`src/rtl/kbd_pkg.sv`:
```
// Shared keyboard definitions: scan codes, event-word bit positions,
// direction encoding and the move-key decoder.
package kbd_pkg;

  // Bit positions inside the 11-bit key event word
  localparam int KE_VALID = 10;
  localparam int KE_EXT   = 9;
  localparam int KE_BRK   = 8;

  // Set-2 scan codes (non-extended)
  localparam logic [7:0] SC_Q     = 8'h15;
  localparam logic [7:0] SC_E     = 8'h24;
  localparam logic [7:0] SC_Z     = 8'h1A;
  localparam logic [7:0] SC_C     = 8'h21;
  localparam logic [7:0] SC_W     = 8'h1D;
  localparam logic [7:0] SC_X     = 8'h22;
  localparam logic [7:0] SC_S     = 8'h1B;
  localparam logic [7:0] SC_A     = 8'h1C;
  localparam logic [7:0] SC_D     = 8'h23;
  localparam logic [7:0] SC_SPACE = 8'h29;
  localparam logic [7:0] SC_G     = 8'h34;

  // Extended (E0-prefixed) arrow codes
  localparam logic [7:0] SC_UP    = 8'h75;
  localparam logic [7:0] SC_DOWN  = 8'h72;
  localparam logic [7:0] SC_LEFT  = 8'h6B;
  localparam logic [7:0] SC_RIGHT = 8'h74;

  // Two-bit signed step encoding
  localparam logic [1:0] DIR_NONE = 2'b00;
  localparam logic [1:0] DIR_POS  = 2'b01;
  localparam logic [1:0] DIR_NEG  = 2'b11;

  typedef enum logic [1:0] {
    ST_IDLE   = 2'd0,
    ST_DELAY  = 2'd1,
    ST_REPEAT = 2'd2
  } state_e;

  // Returns {is_move, dx, dy}; non-move codes return all zeros
  function automatic logic [4:0] decode_dir(input logic ext, input logic [7:0] code);
    logic [4:0] r;
    r = 5'b0_00_00;
    if (ext) begin
      case (code)
        SC_UP:    r = {1'b1, DIR_NONE, DIR_NEG};
        SC_DOWN:  r = {1'b1, DIR_NONE, DIR_POS};
        SC_LEFT:  r = {1'b1, DIR_NEG,  DIR_NONE};
        SC_RIGHT: r = {1'b1, DIR_POS,  DIR_NONE};
        default:  r = 5'b0_00_00;
      endcase
    end else begin
      case (code)
        SC_Q:    r = {1'b1, DIR_NEG,  DIR_NEG};
        SC_E:    r = {1'b1, DIR_POS,  DIR_NEG};
        SC_Z:    r = {1'b1, DIR_NEG,  DIR_POS};
        SC_C:    r = {1'b1, DIR_POS,  DIR_POS};
        SC_W:    r = {1'b1, DIR_NONE, DIR_NEG};
        SC_X:    r = {1'b1, DIR_NONE, DIR_POS};
        SC_S:    r = {1'b1, DIR_NONE, DIR_POS};
        SC_A:    r = {1'b1, DIR_NEG,  DIR_NONE};
        SC_D:    r = {1'b1, DIR_POS,  DIR_NONE};
        default: r = 5'b0_00_00;
      endcase
    end
    return r;
  endfunction

endpackage

```
`src/rtl/axis_step.sv`:
```
// One-axis cursor step: applies -1/0/+1 with wrap-around or saturation.
// Uses compare-and-substitute so N need not be a power of two.
module axis_step
  import kbd_pkg::*;
#(
  parameter int N    = 8,
  parameter int WRAP = 1,
  parameter int W    = $clog2(N)
) (
  input  logic [W-1:0] pos,
  input  logic [1:0]   delta,
  output logic [W-1:0] nxt
);

  localparam logic [W-1:0] MAXP = W'(N - 1);
  localparam logic [W-1:0] ZERO = {W{1'b0}};

  // Next position for a single signed step on this axis
  always_comb begin
    nxt = pos;
    case (delta)
      DIR_POS: begin
        if (pos == MAXP) begin
          nxt = (WRAP != 0) ? ZERO : MAXP;
        end else begin
          nxt = pos + W'(1);
        end
      end
      DIR_NEG: begin
        if (pos == ZERO) begin
          nxt = (WRAP != 0) ? MAXP : ZERO;
        end else begin
          nxt = pos - W'(1);
        end
      end
      default: nxt = pos;
    endcase
  end

endmodule

```
`src/rtl/cursor_ctrl.sv`:
```
// Keyboard-driven board cursor with held-key auto-repeat, freeze and
// one-cycle select / promote / move strobes.
module cursor_ctrl
  import kbd_pkg::*;
#(
  parameter int COLS         = 8,
  parameter int ROWS         = 8,
  parameter int WRAP         = 1,
  parameter int REPEAT_DELAY = 50_000_000,
  parameter int REPEAT_RATE  = 10_000_000,
  parameter int XW           = $clog2(COLS),
  parameter int YW           = $clog2(ROWS)
) (
  input  logic          clk,
  input  logic          rst,
  input  logic [10:0]   key_event,
  input  logic          freeze,
  output logic [XW-1:0] cursor_x,
  output logic [YW-1:0] cursor_y,
  output logic          select_pulse,
  output logic          promo_pulse,
  output logic          move_pulse
);

  localparam int CMAX = (REPEAT_DELAY > REPEAT_RATE) ? REPEAT_DELAY : REPEAT_RATE;
  localparam int CW   = $clog2(CMAX + 1);
  localparam logic [CW-1:0] LOAD_DELAY = CW'(REPEAT_DELAY - 1);
  localparam logic [CW-1:0] LOAD_RATE  = CW'(REPEAT_RATE - 1);
  localparam logic [CW-1:0] CNT_ZERO   = {CW{1'b0}};

  state_e        state_q, state_d;
  logic [8:0]    held_q, held_d;      // {ext, code} of the held move key, 0 = none
  logic [CW-1:0] cnt_q, cnt_d;
  logic [9:0]    prev_q, prev_d;      // last cycle's {ext, brk, code}
  logic [XW-1:0] x_q, x_d, nx;
  logic [YW-1:0] y_q, y_d, ny;
  logic          sel_q, sel_d, pro_q, pro_d, move_q, move_d;

  logic          new_ev, make_ev, brk_ev, ev_is_held, is_sel, is_pro, apply;
  logic [8:0]    ev_key;
  logic [4:0]    ev_dir, held_dir;
  logic [1:0]    mdx, mdy;

  // Event qualification: a level-held word only counts on the cycle it changes
  always_comb begin
    prev_d     = key_event[KE_EXT:0];
    ev_key     = {key_event[KE_EXT], key_event[7:0]};
    new_ev     = key_event[KE_VALID] && (key_event[KE_EXT:0] != prev_q);
    make_ev    = new_ev && !key_event[KE_BRK];
    brk_ev     = new_ev && key_event[KE_BRK];
    ev_is_held = (ev_key == held_q);
    ev_dir     = decode_dir(key_event[KE_EXT], key_event[7:0]);
    held_dir   = decode_dir(held_q[8], held_q[7:0]);
    is_sel     = !key_event[KE_EXT] && (key_event[7:0] == SC_SPACE);
    is_pro     = !key_event[KE_EXT] && (key_event[7:0] == SC_G);
  end

  // Held-key FSM: chooses which step (if any) to apply and drives strobes
  always_comb begin
    state_d = state_q;
    held_d  = held_q;
    cnt_d   = cnt_q;
    apply   = 1'b0;
    mdx     = DIR_NONE;
    mdy     = DIR_NONE;
    sel_d   = 1'b0;
    pro_d   = 1'b0;
    case (state_q)
      ST_IDLE: begin
        if (make_ev && ev_dir[4]) begin
          held_d  = ev_key;
          cnt_d   = LOAD_DELAY;
          state_d = ST_DELAY;
          apply   = !freeze;
          mdx     = ev_dir[3:2];
          mdy     = ev_dir[1:0];
        end else begin
          sel_d = make_ev && is_sel && !freeze;
          pro_d = make_ev && is_pro && !freeze;
        end
      end
      ST_DELAY, ST_REPEAT: begin
        if (brk_ev && ev_is_held) begin
          state_d = ST_IDLE;
          held_d  = 9'h000;
          cnt_d   = CNT_ZERO;
        end else if (make_ev && ev_dir[4] && !ev_is_held) begin
          // A different move key takes over; it wins over a coincident expiry
          held_d  = ev_key;
          cnt_d   = LOAD_DELAY;
          state_d = ST_DELAY;
          apply   = !freeze;
          mdx     = ev_dir[3:2];
          mdy     = ev_dir[1:0];
        end else begin
          sel_d = make_ev && is_sel && !freeze;
          pro_d = make_ev && is_pro && !freeze;
          if (freeze) begin
            cnt_d = cnt_q;
          end else if (cnt_q == CNT_ZERO) begin
            cnt_d   = LOAD_RATE;
            state_d = ST_REPEAT;
            apply   = held_dir[4];
            mdx     = held_dir[3:2];
            mdy     = held_dir[1:0];
          end else begin
            cnt_d = cnt_q - CW'(1);
          end
        end
      end
      default: begin
        state_d = ST_IDLE;
        held_d  = 9'h000;
        cnt_d   = CNT_ZERO;
      end
    endcase
  end

  axis_step #(.N(COLS), .WRAP(WRAP), .W(XW)) u_step_x (.pos(x_q), .delta(mdx), .nxt(nx));
  axis_step #(.N(ROWS), .WRAP(WRAP), .W(YW)) u_step_y (.pos(y_q), .delta(mdy), .nxt(ny));

  // Cursor update; the move strobe fires only on an actual position change
  always_comb begin
    x_d    = x_q;
    y_d    = y_q;
    move_d = 1'b0;
    if (apply) begin
      x_d    = nx;
      y_d    = ny;
      move_d = (nx != x_q) || (ny != y_q);
    end else begin
      x_d    = x_q;
      y_d    = y_q;
      move_d = 1'b0;
    end
  end

  // State and output registers with synchronous reset
  always_ff @(posedge clk) begin
    if (rst) begin
      state_q <= ST_IDLE;
      held_q  <= 9'h000;
      cnt_q   <= CNT_ZERO;
      prev_q  <= 10'h000;
      x_q     <= {XW{1'b0}};
      y_q     <= {YW{1'b0}};
      sel_q   <= 1'b0;
      pro_q   <= 1'b0;
      move_q  <= 1'b0;
    end else begin
      state_q <= state_d;
      held_q  <= held_d;
      cnt_q   <= cnt_d;
      prev_q  <= prev_d;
      x_q     <= x_d;
      y_q     <= y_d;
      sel_q   <= sel_d;
      pro_q   <= pro_d;
      move_q  <= move_d;
    end
  end

  assign cursor_x     = x_q;
  assign cursor_y     = y_q;
  assign select_pulse = sel_q;
  assign promo_pulse  = pro_q;
  assign move_pulse   = move_q;

endmodule
```
`config.mk`:
```
export PLATFORM = sky130hd
export DESIGN_NAME = cursor_ctrl
export DESIGN_NICKNAME = d
export VERILOG_FILES = /design/src/rtl/kbd_pkg.sv /design/src/rtl/axis_step.sv /design/src/rtl/cursor_ctrl.sv
export SDC_FILE = /design/constraint.sdc
export NUM_CORES = 1
export LEC_CHECK = 0
export CAP_MARGIN = 20
export CORE_UTILIZATION = 40
export DETAILED_ROUTE_END_ITERATION = 10
export GPL_TIMING_DRIVEN = 0
export SYNTH_ARGS = -nofsm -noshare
export SYNTH_HDL_FRONTEND = slang
export SYNTH_SLANG_ARGS = --single-unit
```
`constraint.sdc`:
```
create_clock -name clk -period 2.83 [get_ports clk]
set_input_delay 0.283 -clock clk [delete_from_list [all_inputs] [get_ports clk]]
set_output_delay 0.283 -clock clk [all_outputs]
set_load 0.1 [all_outputs]
```
==> Word level (Yosys, flattened, before mapping) <==
Cells that the tools add are included.
Widths: inputs -> output; s select.
{ "word_totals": {"register_bits": 56, "latchBits": 0, "mem_bits_rw": 0, "romBits": 0, "in_bits": 14, "out_inout_bits": 9, "word_cells": 141, "mem_count": 0} }
{ "op_classes": {"add_sub_neg": 5, "mul": 0, "div": 0, "magnitude_cmp": 0, "n_eq_ne": 44, "shift": 0, "mux": 54, "bitwise_logic": 1, "reduce_logical": 28} }
{ "op_table": {"columns": ["operator", "n"], "rows": [
  ["$mux 26", 5],
  ["$eq 8x5->1 const B", 10],
  ["$eq 8x6->1 const B", 10],
  ["$pmux 5 s8", 2],
  ["$eq 8x7->1 const B", 8],
  ["$pmux 26 s2", 1],
  ["$pmux 5 s4", 2],
  ["$mux 2", 15],
  ["$mux 9", 3],
  ["$logic_not 26->1", 1],
  ["$sub 26x1->26 const B", 1],
  ["$pmux 9 s2", 1],
  ["$logic_and 1x1->1", 12],
  ["$mux 3", 4],
  ["$pmux 2 s2", 3],
  ["$pmux 3 s2", 2],
  ["$mux 1", 11],
  ["$mux 5", 2],
  ["$ne 10x10->1", 1],
  ["$eq 9x9->1", 1],
  ["$ne 4x4->1 const B", 2],
  ["$reduce_or 2->1", 4],
  ["$add 3x1->3 const B", 2],
  ["$eq 2x1->1 const B", 3],
  ["other kinds (14)", 26]
]} }

==> Logic depth before layout (Yosys ltp) <==
Gate-level depths: netlist of run 1.
{ "depth": {"depth_word": 13, "ltp_mapped": 10, "mapped_depth_nobuf": 10} }

==> Hierarchy <==
From an unflattened synthesis of run 1, not the netlist that was laid out.
{ "hier_totals": {"cells_unflattened": 541, "hier_area_um2": 4196.5} }
{ "modules_own_cells": {"columns": ["module", "instances", "cells_per_inst", "area_per_inst_um2", "seq_area_each_um2"], "rows": [
  ["cursor_ctrl", 1, 503, 3908.7, 1121.1],
  ["axis_step", 2, 19, 143.9, 0.0]
]} }

==> Worst setup path after synthesis of run 1 <==
Ideal clock, no wire load.
{ "synth_path": {"path_type": "input -> register", "start": "input key_event[0]", "end": "register x_q[1], in the netlist cursor_x[1]", "setup_time_ns": 0.128, "t_arrival_ns": 2.294, "required_time_ns": 2.702, "slack_ns": 0.408, "stages": 9, "path_buffers": 1, "cell_sequence": "buf_4 > nor3b_2 > a22oi_1 > o221ai_2 > o2111ai_2 > or3_1 > a221oi_2 > mux2i_1 > nor2_1"} }
{ "synth_between": {"elab_chain_cells": 11} }
{ "synth_lines": {"columns": ["element", "line_no", "rtl"], "rows": [
  ["start: declaration", "cursor_ctrl.sv:16", "input logic [10:0] key_event,"],
  ["$eq 8x5->1 or $eq 8x6->1 (tied branches)", "kbd_pkg.sv:53", "case (code)"],
  ["$reduce_or 2->1 (no line)", null, null],
  ["$pmux 5 s8", "kbd_pkg.sv:53", null],
  ["$mux 5", "kbd_pkg.sv:44", "if (ext) begin"],
  ["$logic_and 1x1->1", "cursor_ctrl.sv:70, cursor_ctrl.sv:87", null],
  ["$logic_and 1x1->1", "cursor_ctrl.sv:87", "end else if (make_ev && ev_dir[4] && !ev_is_held) begin"],
  ["$mux 2", "cursor_ctrl.sv:87", null],
  ["$mux 2", "cursor_ctrl.sv:83", "if (brk_ev && ev_is_held) begin"],
  ["$pmux 2 s2", "cursor_ctrl.sv:68", "case (state_q)"],
  ["$eq 2x2->1 or $eq 2x1->1 (tied branches)", "axis_step.sv:21", "case (delta)"],
  ["$pmux 3 s2", "axis_step.sv:21", null],
  ["end signal: assignment", "cursor_ctrl.sv:145", "x_q <= {XW{1'b0}};"],
  ["end: declaration", "cursor_ctrl.sv:35", "logic [XW-1:0] x_q, x_d, nx;"]
]} }
Several ways; a longest one is shown, not always the timed one.
A chain may end at the register's enable or synchronous reset.

==> Worst setup path after layout of run 1 <==
{ "layout_path": {"start": "register held_q[8]", "end": "register cnt_q[24]"} }
{ "layout_between": {"elab_chain_cells": 6} }
{ "layout_lines": {"columns": ["element", "line_no", "rtl"], "rows": [
  ["start: declaration", "cursor_ctrl.sv:32", "logic [8:0] held_q, held_d;"],
  ["start signal: assignment", "cursor_ctrl.sv:152", "held_q <= held_d;"],
  ["$eq 9x9->1 *", "cursor_ctrl.sv:51", "ev_is_held = (ev_key == held_q);"],
  ["$logic_not 1->1", "cursor_ctrl.sv:87", null],
  ["$logic_and 1x1->1", "cursor_ctrl.sv:87", null],
  ["$mux 26", "cursor_ctrl.sv:87", null],
  ["$mux 26", "cursor_ctrl.sv:83", null],
  ["$pmux 26 s2", "cursor_ctrl.sv:68", null],
  ["end signal: assignment", "cursor_ctrl.sv:153", "cnt_q <= cnt_d;"],
  ["end: declaration", "cursor_ctrl.sv:33", "logic [CW-1:0] cnt_q, cnt_d;"]
]} }
Mark *: on every way between the ends. The rest lies on a longest branch, timed or not.

==> run summary, run 1 <==
The run finished with clean final reports. The top cell type's share of synthesized area is between 20% and 30%. The count of buffers from port buffering is 19. The transition time at the pin with the least slew margin is roughly 960 ps. Dividing the detail-routed via count by the number of cells gives 6.142.

The cell area that synthesis handed to floorplanning was between 4000 and 5000 um2. The power after layout came out at 3.258 mW. Yosys attributes the largest share of cell area to dfxtp_1 (25%), a21oi_1 (6.4%), nor3_1 (3.9%), nand2_1 (3.8%), nand3_1 (3.7%). The warning count from the yosys run came out at 0.

The worst setup path is launched from a register. The layout-stage area growth over the synthesis result came out at 21.43%. The via count of the first global-routing pass is ~4200.

The floorplan die area came out at around 12000 um2. Data on the critical path is required at its endpoint by about 3000 ps. The worst hold path class is in -> reg.

The first detailed-routing pass took 5 iterations. The count of final max-slew check failures came out at 0. After clock tree synthesis, the clock-pin slew on the worst setup and hold paths is 70 ps.

The number of library cell types mapped by synthesis is around 90. The DRC violation count after routing is 0. The residual overflow from global routing came out at 0. Summed over all cells, the static leakage comes to a little under 2 nW. The number of inserted diodes came out at 0. The worst ir drop on vdd is about 0.00038 V.

The time the worst path needs with I/O delays and setup came out at between 2000 and 3000 ps. After legalization and detailed placement, the total HPWL measured approximately 10000 um. The cell taking the most area after synthesis is dfxtp_1. The maximum number of pins on one net before global-route repair is 18. The max-capacitance violation count came out at 0. The critical-path maximum fanout is 10.

The maximum frequency from static timing analysis came out at between 300 and 400 MHz. In this run, synthesis inferred 0 flip-flops with an integrated enable. The total of hold buffers inserted after clock tree synthesis came out at 0.

Summing over every cut layer, the via total after detailed routing is 4656. The area taken by flip-flops and latches is around 1100 um2. In the synthesized netlist, the number of instances is between 500 and 600.

The floorplan step defined a core boundary enclosing between 10000 and 15000 um2. The data arrival time at the worst-slack endpoint came out at ~3000 ps. The post-placement cell count came out at roughly 730. The CTS root buffer is clkbuf_16. The final critical path takes up 96.88% of the cycle.

The post-route worst hold slack is around 350 ps. The relative slew slack came out at between 30% and 40%. The final wirelength is 13950 um. The first global-routing pass estimated ~22000 um of wire. The CTS sink count came out at between 50 and 60. The number of antenna violations at the first check in global routing came to 0. No sink is reached through more buffers than the 2 on the longest clock path.

The number of levels the H-tree was split into is 2. In the final layout, the share of cells above drive strength 1 is a little under a fifth. The final estimated routing congestion in global placement is slightly above 0.9.

The net total in the final layout is 643. The global-route total usage across every layer is roughly a quarter. A synthesized cell averages between 7 and 8 um2. The number of fillers in the final layout is ~1100.

The die outline width is 108.3 um. The number of hold-slack violations in the final timing report is 0. After layout, the worst setup slack is approximately 88 ps.

The length in cells of the worst reg-to-reg path is 9. The number of placement rows came out at 38. The synthesized flop and latch total is 56. The number of routed nets with antenna violations came out at 0. The flop-to-flop setup slack came out at just under 90 ps. TritonCTS built the clock tree. The post-synth net total came out at 600.

Setup violations remaining at the end of the flow were counted as 0. The worst setup path is of the reg -> reg kind. The combined area of the multi-input logic cells is between 3000 and 4000 um2. The sequential fraction of the synthesis area came out at between 20% and 30%. Setup repair after global routing could not meet its margin everywhere.

The routed length per instance came out at around 18 um. The endpoint class of the critical path is a register. The number of buffers inserted during clock tree synthesis came out at 5. The critical path starts at held_q[8]. The critical path capture point is cnt_q[24]. Pin placement for this block handled 23 I/O pins. The power density of the placed cells is around 590 nW/um2. The post-synthesis async set-or-reset flop share is 0%.

The clock skew came out at between 10 and 15 ps. The reg-to-reg critical path startpoint is held_q[8]. The post-layout instance count excluding filler cells came out at 758. The placement-stage worst setup slack came out at -735.9 ps. The capture instance of the worst register-to-register path is cnt_q[24].

The initial cell density of the core came out at 41.32%. The floorplan step set the die height to about 110 um. The share of the core filled with cells in the final layout is between 50 and 60%. The number of DRC markers in iteration 0 came out at approximately 420.

The clock latency on the worst-skew pair came out at approximately 300 ps. The prevailing post-synth register cell is dfxtp_1.
==> sequential cells by signal, indices dropped and copies added (netlist names) <==
signal / flops
cnt_q: 26
cursor_x: 3
cursor_y: 3
held_q: 9
move_pulse: 1
prev_q: 10
promo_pulse: 1
select_pulse: 1
state_q: 2
==> worst min path at each step <==
stage	to	start	slack (ps)	depth (start not counted)
2_1_floorplan	prev_q[5]	rst	370	1
3_3_place_gp	state_q[1]	state_q[1]	470	2
3_5_place_dp	state_q[1]	state_q[1]	480	2
4_1_cts	prev_q[6]	key_event[6]	350	2
5_1_grt	prev_q[6]	key_event[6]	360	2
6_report	prev_q[6]	key_event[6]	350	2
==> per-layer routing <==
| layer | vias up | GRT usage [%] | share of wire (%) |
|---|---|---|---|
| li1 | 2224 | - | - |
| met1 | 2260 | 34.55 | 48 |
| met2 | 154 | 36.99 | 45 |
| met3 | 18 | 2.893 | 5.5 |
| met4 | 0 | 7.239 | 2.0 |
| met5 | - | 0 | 0 |
==> synthesized netlist by cell type (7+ instances only) <==
library cell / instances
o21ai_0: 22
nand2_1: 46
dfxtp_1: 56
nor2_1: 35
inv_1: 19
nor2b_1: 12
clkbuf_1: 21
nor3_1: 35
buf_2: 7
or3_1: 9
xor2_1: 17
ha_1: 12
nand3_1: 33
xnor2_1: 13
a21oi_1: 58
nand4_1: 22
==> metrics by stage <==
stage          TNS, ps  cell area [um2]
6_report             0             5487
5_1_grt         -38.45             5487
4_1_cts              0             5196
3_5_place_dp    -22770             4883
3_3_place_gp    -22060             4883
2_1_floorplan        0             4518
==> critical path, stage by stage (launching register included) <==
cell      delay, ps
dfxtp_1         520
xnor2_1         190
nand4_1         260
or4_4           540
o31a_1          220
o211ai_4        250
buf_6           150
nand3_2          80
or3_1           320
a21oi_1         130
==> timing repair <==
item | 4_1_cts | 5_1_grt
cloned | 0 | 1
setup buffers | 3 | 14
resized for setup | 32 | 41
pin swaps | 3 | 10
setup endpoints to repair | 40 | 42
==> logic make-up (layout without fill, tap and decap cells) <==
logic type	Yosys count	in the layout	synth area share, %
AO/OA/AOI/OAI	148	148	22.93
XOR/XNOR	33	33	6.896
adder cells (fa/ha/maj)	12	12	3.323
buffers and inverters	54	98	5.372
flip-flops	56	56	24.81
multiplexers	6	6	1.357
AND/OR/NAND/NOR	265	265	35.31
==> power breakdown <==
part / switching [mW] / internal (mW)
combinational: 1.00 / 0.572
clock: 0.312 / 0.328
sequential: 0.148 / 0.893
total: 1.46 / 1.79
==> layout by cell type, fill, tap and decap left out, types with 10 or more instances in the layout <==
master,Yosys,layout
ha_1,12,12
nand4_1,22,22
nor3_1,35,32
buf_4,2,21
xnor2_1,13,13
clkbuf_2,1,10
dfxtp_1,56,55
clkbuf_1,21,12
a21oi_1,58,57
clkdlybuf4s50_1,0,12
nand3_1,33,32
xor2_1,17,17
nor2_1,35,34
inv_1,19,19
o21ai_0,22,21
nor2b_1,12,12
nand2_1,46,45
==> cell type report <==
| type | instances | share of cell area [%] |
|---|---|---|
| clock inverters | 3 | 0.3421 |
| multi-input cells | 464 | 62.83 |
| plain buffers | 34 | 3.535 |
| flip-flops and latches | 56 | 20.46 |
| clock buffers | 5 | 2.281 |
| inverters | 19 | 1.300 |
| well taps | 140 | 3.193 |
| repair buffers | 37 | 6.066 |
Note: power is estimated with default switching activity, not from simulation.
==> run 2, diff against run 1 <==
--- a/config.mk
+++ b/config.mk
@@ -9,6 +9,7 @@
 export CORE_UTILIZATION = 40
 export DETAILED_ROUTE_END_ITERATION = 10
 export GPL_TIMING_DRIVEN = 0
+export PLACE_DENSITY = 0.57
 export SYNTH_ARGS = -nofsm -noshare
 export SYNTH_HDL_FRONTEND = slang
 export SYNTH_SLANG_ARGS = --single-unit
==> run 2 against run 1 <==
Sequential share of layout area down 0.25 points. Die area unchanged. Clock-buffer cell count grew 2. Power rose by 2.5%. Non-clock buffer count up 5. Sequential power is essentially flat.
==> run summary, run 2 (synthesis results as in run 1) <==
The first-pass GRT wire length is 21510 um (-1.6%). The height of the die was 108.3 um (unchanged). The setup TNS was 0 ps (unchanged). The length in cells of the worst reg-to-reg path is 9 (unchanged).

The maximum number of pins on one net before global-route repair came to 17 (-1). The part of the total power dissipated in sequential elements is 31.1% (-0.9 points). Setup repair after global routing could not meet its margin everywhere.

The final design instance area without fill came out at 5554 um2 (+1.2%). The number of levels the H-tree was split into is 2 (unchanged). The fraction of power consumed by the clock network is 19.4% (-0.2 points). The clock latency on the worst-skew pair came out at 300 ps (about the same).

The flop-to-flop setup slack is 140 ps (+50 ps). The core area came out at 10940 um2 (unchanged). STA classifies the critical path startpoint as an input port.

The global-route total usage across every layer is 23.35% (-0.59 points). The post-detailed-route via-to-cell ratio came out at 6.130 (-0.21%). The reg-to-reg critical path startpoint is held_q[3]. The number of ports placed on the die boundary came to 23 (unchanged). The fraction of power spent switching nets came out at 44.29% (-0.65 points).

The leakage power came out at 1.950 nW (+0.10%). The startpoint identified for the worst hold timing path is key_event[6]. The via count of the first global-routing pass came to 4103 (-1.1%). The critical-path maximum fanout is 10 (unchanged). The run finished with clean final reports. The time the worst path needs with I/O delays and setup came to 2701 ps (-41.14 ps).

The category of the critical setup timing path is in -> reg. TritonCTS built the clock tree. The number of DRC markers in iteration 0 was 384 (-7.9%). The die outline width came out at 108.3 um (unchanged). The post-detailed-placement half-perimeter wirelength came to 9962 um (-0.48%).

The power density of the placed cells is 601.1 nW/um2 (+1.2%). The transition time at the pin with the least slew margin was 965.1 ps (+2.955 ps). The number of hold-slack violations in the final timing report was 0 (unchanged). The maximum clock path buffer count is 2 (unchanged). The share of the cycle needed by the critical path after routing came to 95.43% (-1.5 points). The count of buffers from port buffering is 19 (unchanged). The area taken by flip-flops and latches came to 1122 um2 (unchanged). The post-route worst hold slack is 358.3 ps (+4.502 ps).

The count of TritonRoute iterations in the first routing pass came out at 6 (+1). The cell area after placement is 4883 um2 (unchanged). The switching power total came out at 1.479 mW (+0.98%).

The max-capacitance violation count came out at 0 (unchanged). The worst setup path is captured at a register. The internal power consumption is 1.860 mW (+3.7%). The number of inserted diodes is 0 (unchanged).

The worst hold path class is in -> reg. The clock transition at the register clock pins on the worst setup and hold paths after CTS is 70 ps (about the same). The length of routed wiring on met1 came to 6796 um (+1.5%).

The number of placement rows came out at 38 (unchanged). The number of buffers inserted during clock tree synthesis was 5 (unchanged). The total length of routed met2 wires came out at 6274 um (+0.95%). The final wirelength came out at 14000 um (+0.37%). In the final layout, the registers with the most flip-flops are cnt_q: 26 flops, prev_q: 10 flops, held_q: 9 flops. The number of fillers in the final layout came out at 1075 (+2.2%). Routed signal wires occupy layers up through met4. The via count came to 4677 (+0.45%). The number of flip-flops under the largest register name came out at 26 (unchanged).

The combined area of the multi-input logic cells came out at 3468 um2 (+0.62%). The number of routed nets with antenna violations was 0 (unchanged). The library cells used most frequently in the layout, excluding fill and tap cells, are dfxtp_1 (55), a21oi_1 (54), nand2_1 (44). The clock skew came to 9.688 ps (-1.574 ps).

Ranked by flip-flop count, first place goes to cnt_q. The residual overflow from global routing is 0 (unchanged). The initial cell density of the core came out at 41.32% (unchanged). The number of antenna violations at the first check in global routing came to 0 (unchanged). The relative slew slack came to 35.46% (-0.20 points). The capture endpoint of the worst hold path is prev_q[6]. The number of cells on the worst hold path came out at 2 (unchanged). Leaving out fill and tap cells, the most frequent cell in the layout is dfxtp_1. The power after layout came out at 3.338 mW (+2.5%). The CTS sink count is 56 (unchanged).

The net total in the final layout is 648 (+0.78%). The DRC violation count after routing is 0 (unchanged). Compared with the post-synthesis result, the final layout area differs by 22.93%. The worst ir drop on vdd is 0.0003042 V (-21%). The final estimated routing congestion in global placement came to 0.9131 (-1.7%). The floorplan die area is 11720 um2 (unchanged).

CTS placed an instance of clkbuf_16 at the clock tree root. The data arrival time at the worst-slack endpoint is 2850 ps (-130 ps). The ratio of cells with drive above 1 in the final layout came out at 20.06% (+0.97 points). The number of setup violations in the final report came to 0 (unchanged).

The fraction of power consumed by combinational cells is 49.4% (+1.0 points). The met3 wire length is 760 um (-0.39%). The required arrival time at the worst endpoint came to 2980 ps (-90 ps). The routed length per instance is 18.35 um (-0.29%). The endpoint identified for the worst register-to-register timing path is cursor_x[1]. The maximum frequency from static timing analysis was 370.3 MHz (+1.5%). The count of final max-slew check failures came to 0 (unchanged).
run 2: worst max path at each step:
stage                      start            to  slack [ps]  cells past startpoint
floorplan           key_event[0]   cursor_x[1]         410                      9
global placement    key_event[2]     held_q[2]        -640                     10
detailed placement  key_event[2]     held_q[8]        -620                     10
CTS                 key_event[3]  select_pulse         -20                      9
global route        key_event[1]     cnt_q[24]         -20                     10
finish              key_event[1]     held_q[8]         130                     11
run 2: critical path, stage by stage:
cell and delay (ps):
clkdlybuf4s15_1 310, buf_6 230, xnor2_1 190, nand4_1 250, or4_4 530, o21ai_4 240
buf_4 170, a21oi_2 100, clkbuf_2 280, nand3_1 180, a21oi_1 80
run 2: per-stage QoR:
stage / utilization, % / std cells / worst slack (ps)
after CTS: 47.36 / 746 / -15.21
after detailed placement: 44.66 / 733 / -624.4
after floorplan: - / 574 / 408.3
after global placement: 44.66 / 733 / -644.0
final: 50.79 / 763 / 129.4
after global routing: 50.79 / 763 / -16.11
run 2: what timing repair did:
action,4_1_cts,5_1_grt
setup buffers,5,17
endpoints found under the hold margin,0,0
setup endpoints to repair,40,43
gates cloned,0,1
pin swaps,7,12
gates resized for setup,31,45
hold buffers,0,0
run 2: layout make-up:
class                      count  area share (%)
clock buffer                   7           2.568
multi-input combinational    464           62.45
tap                          140           3.154
timing repair buffer          42           6.713
buffer                        34           3.492
inverter                      19           1.284
sequential                    56           20.21
clock inverter                 1          0.1352
run 2: power groups by stage:
stage | Combinational (mW) | Clock [mW] | Sequential (mW)
2_1_floorplan | 1.05 | 0 | 1.01
3_3_place_gp | 1.37 | 0 | 1.03
3_5_place_dp | 1.38 | 0 | 1.04
4_1_cts | 1.43 | 0.664 | 1.02
5_1_grt | 1.79 | 0.697 | 1.06
6_report | 1.65 | 0.649 | 1.04
run 2: metal layers:
metal	up-vias	global-route usage, %
met5	-	0
met4	0	5.212
met3	17	2.833
met2	170	35.40
met1	2254	34.96
li1	2236	-
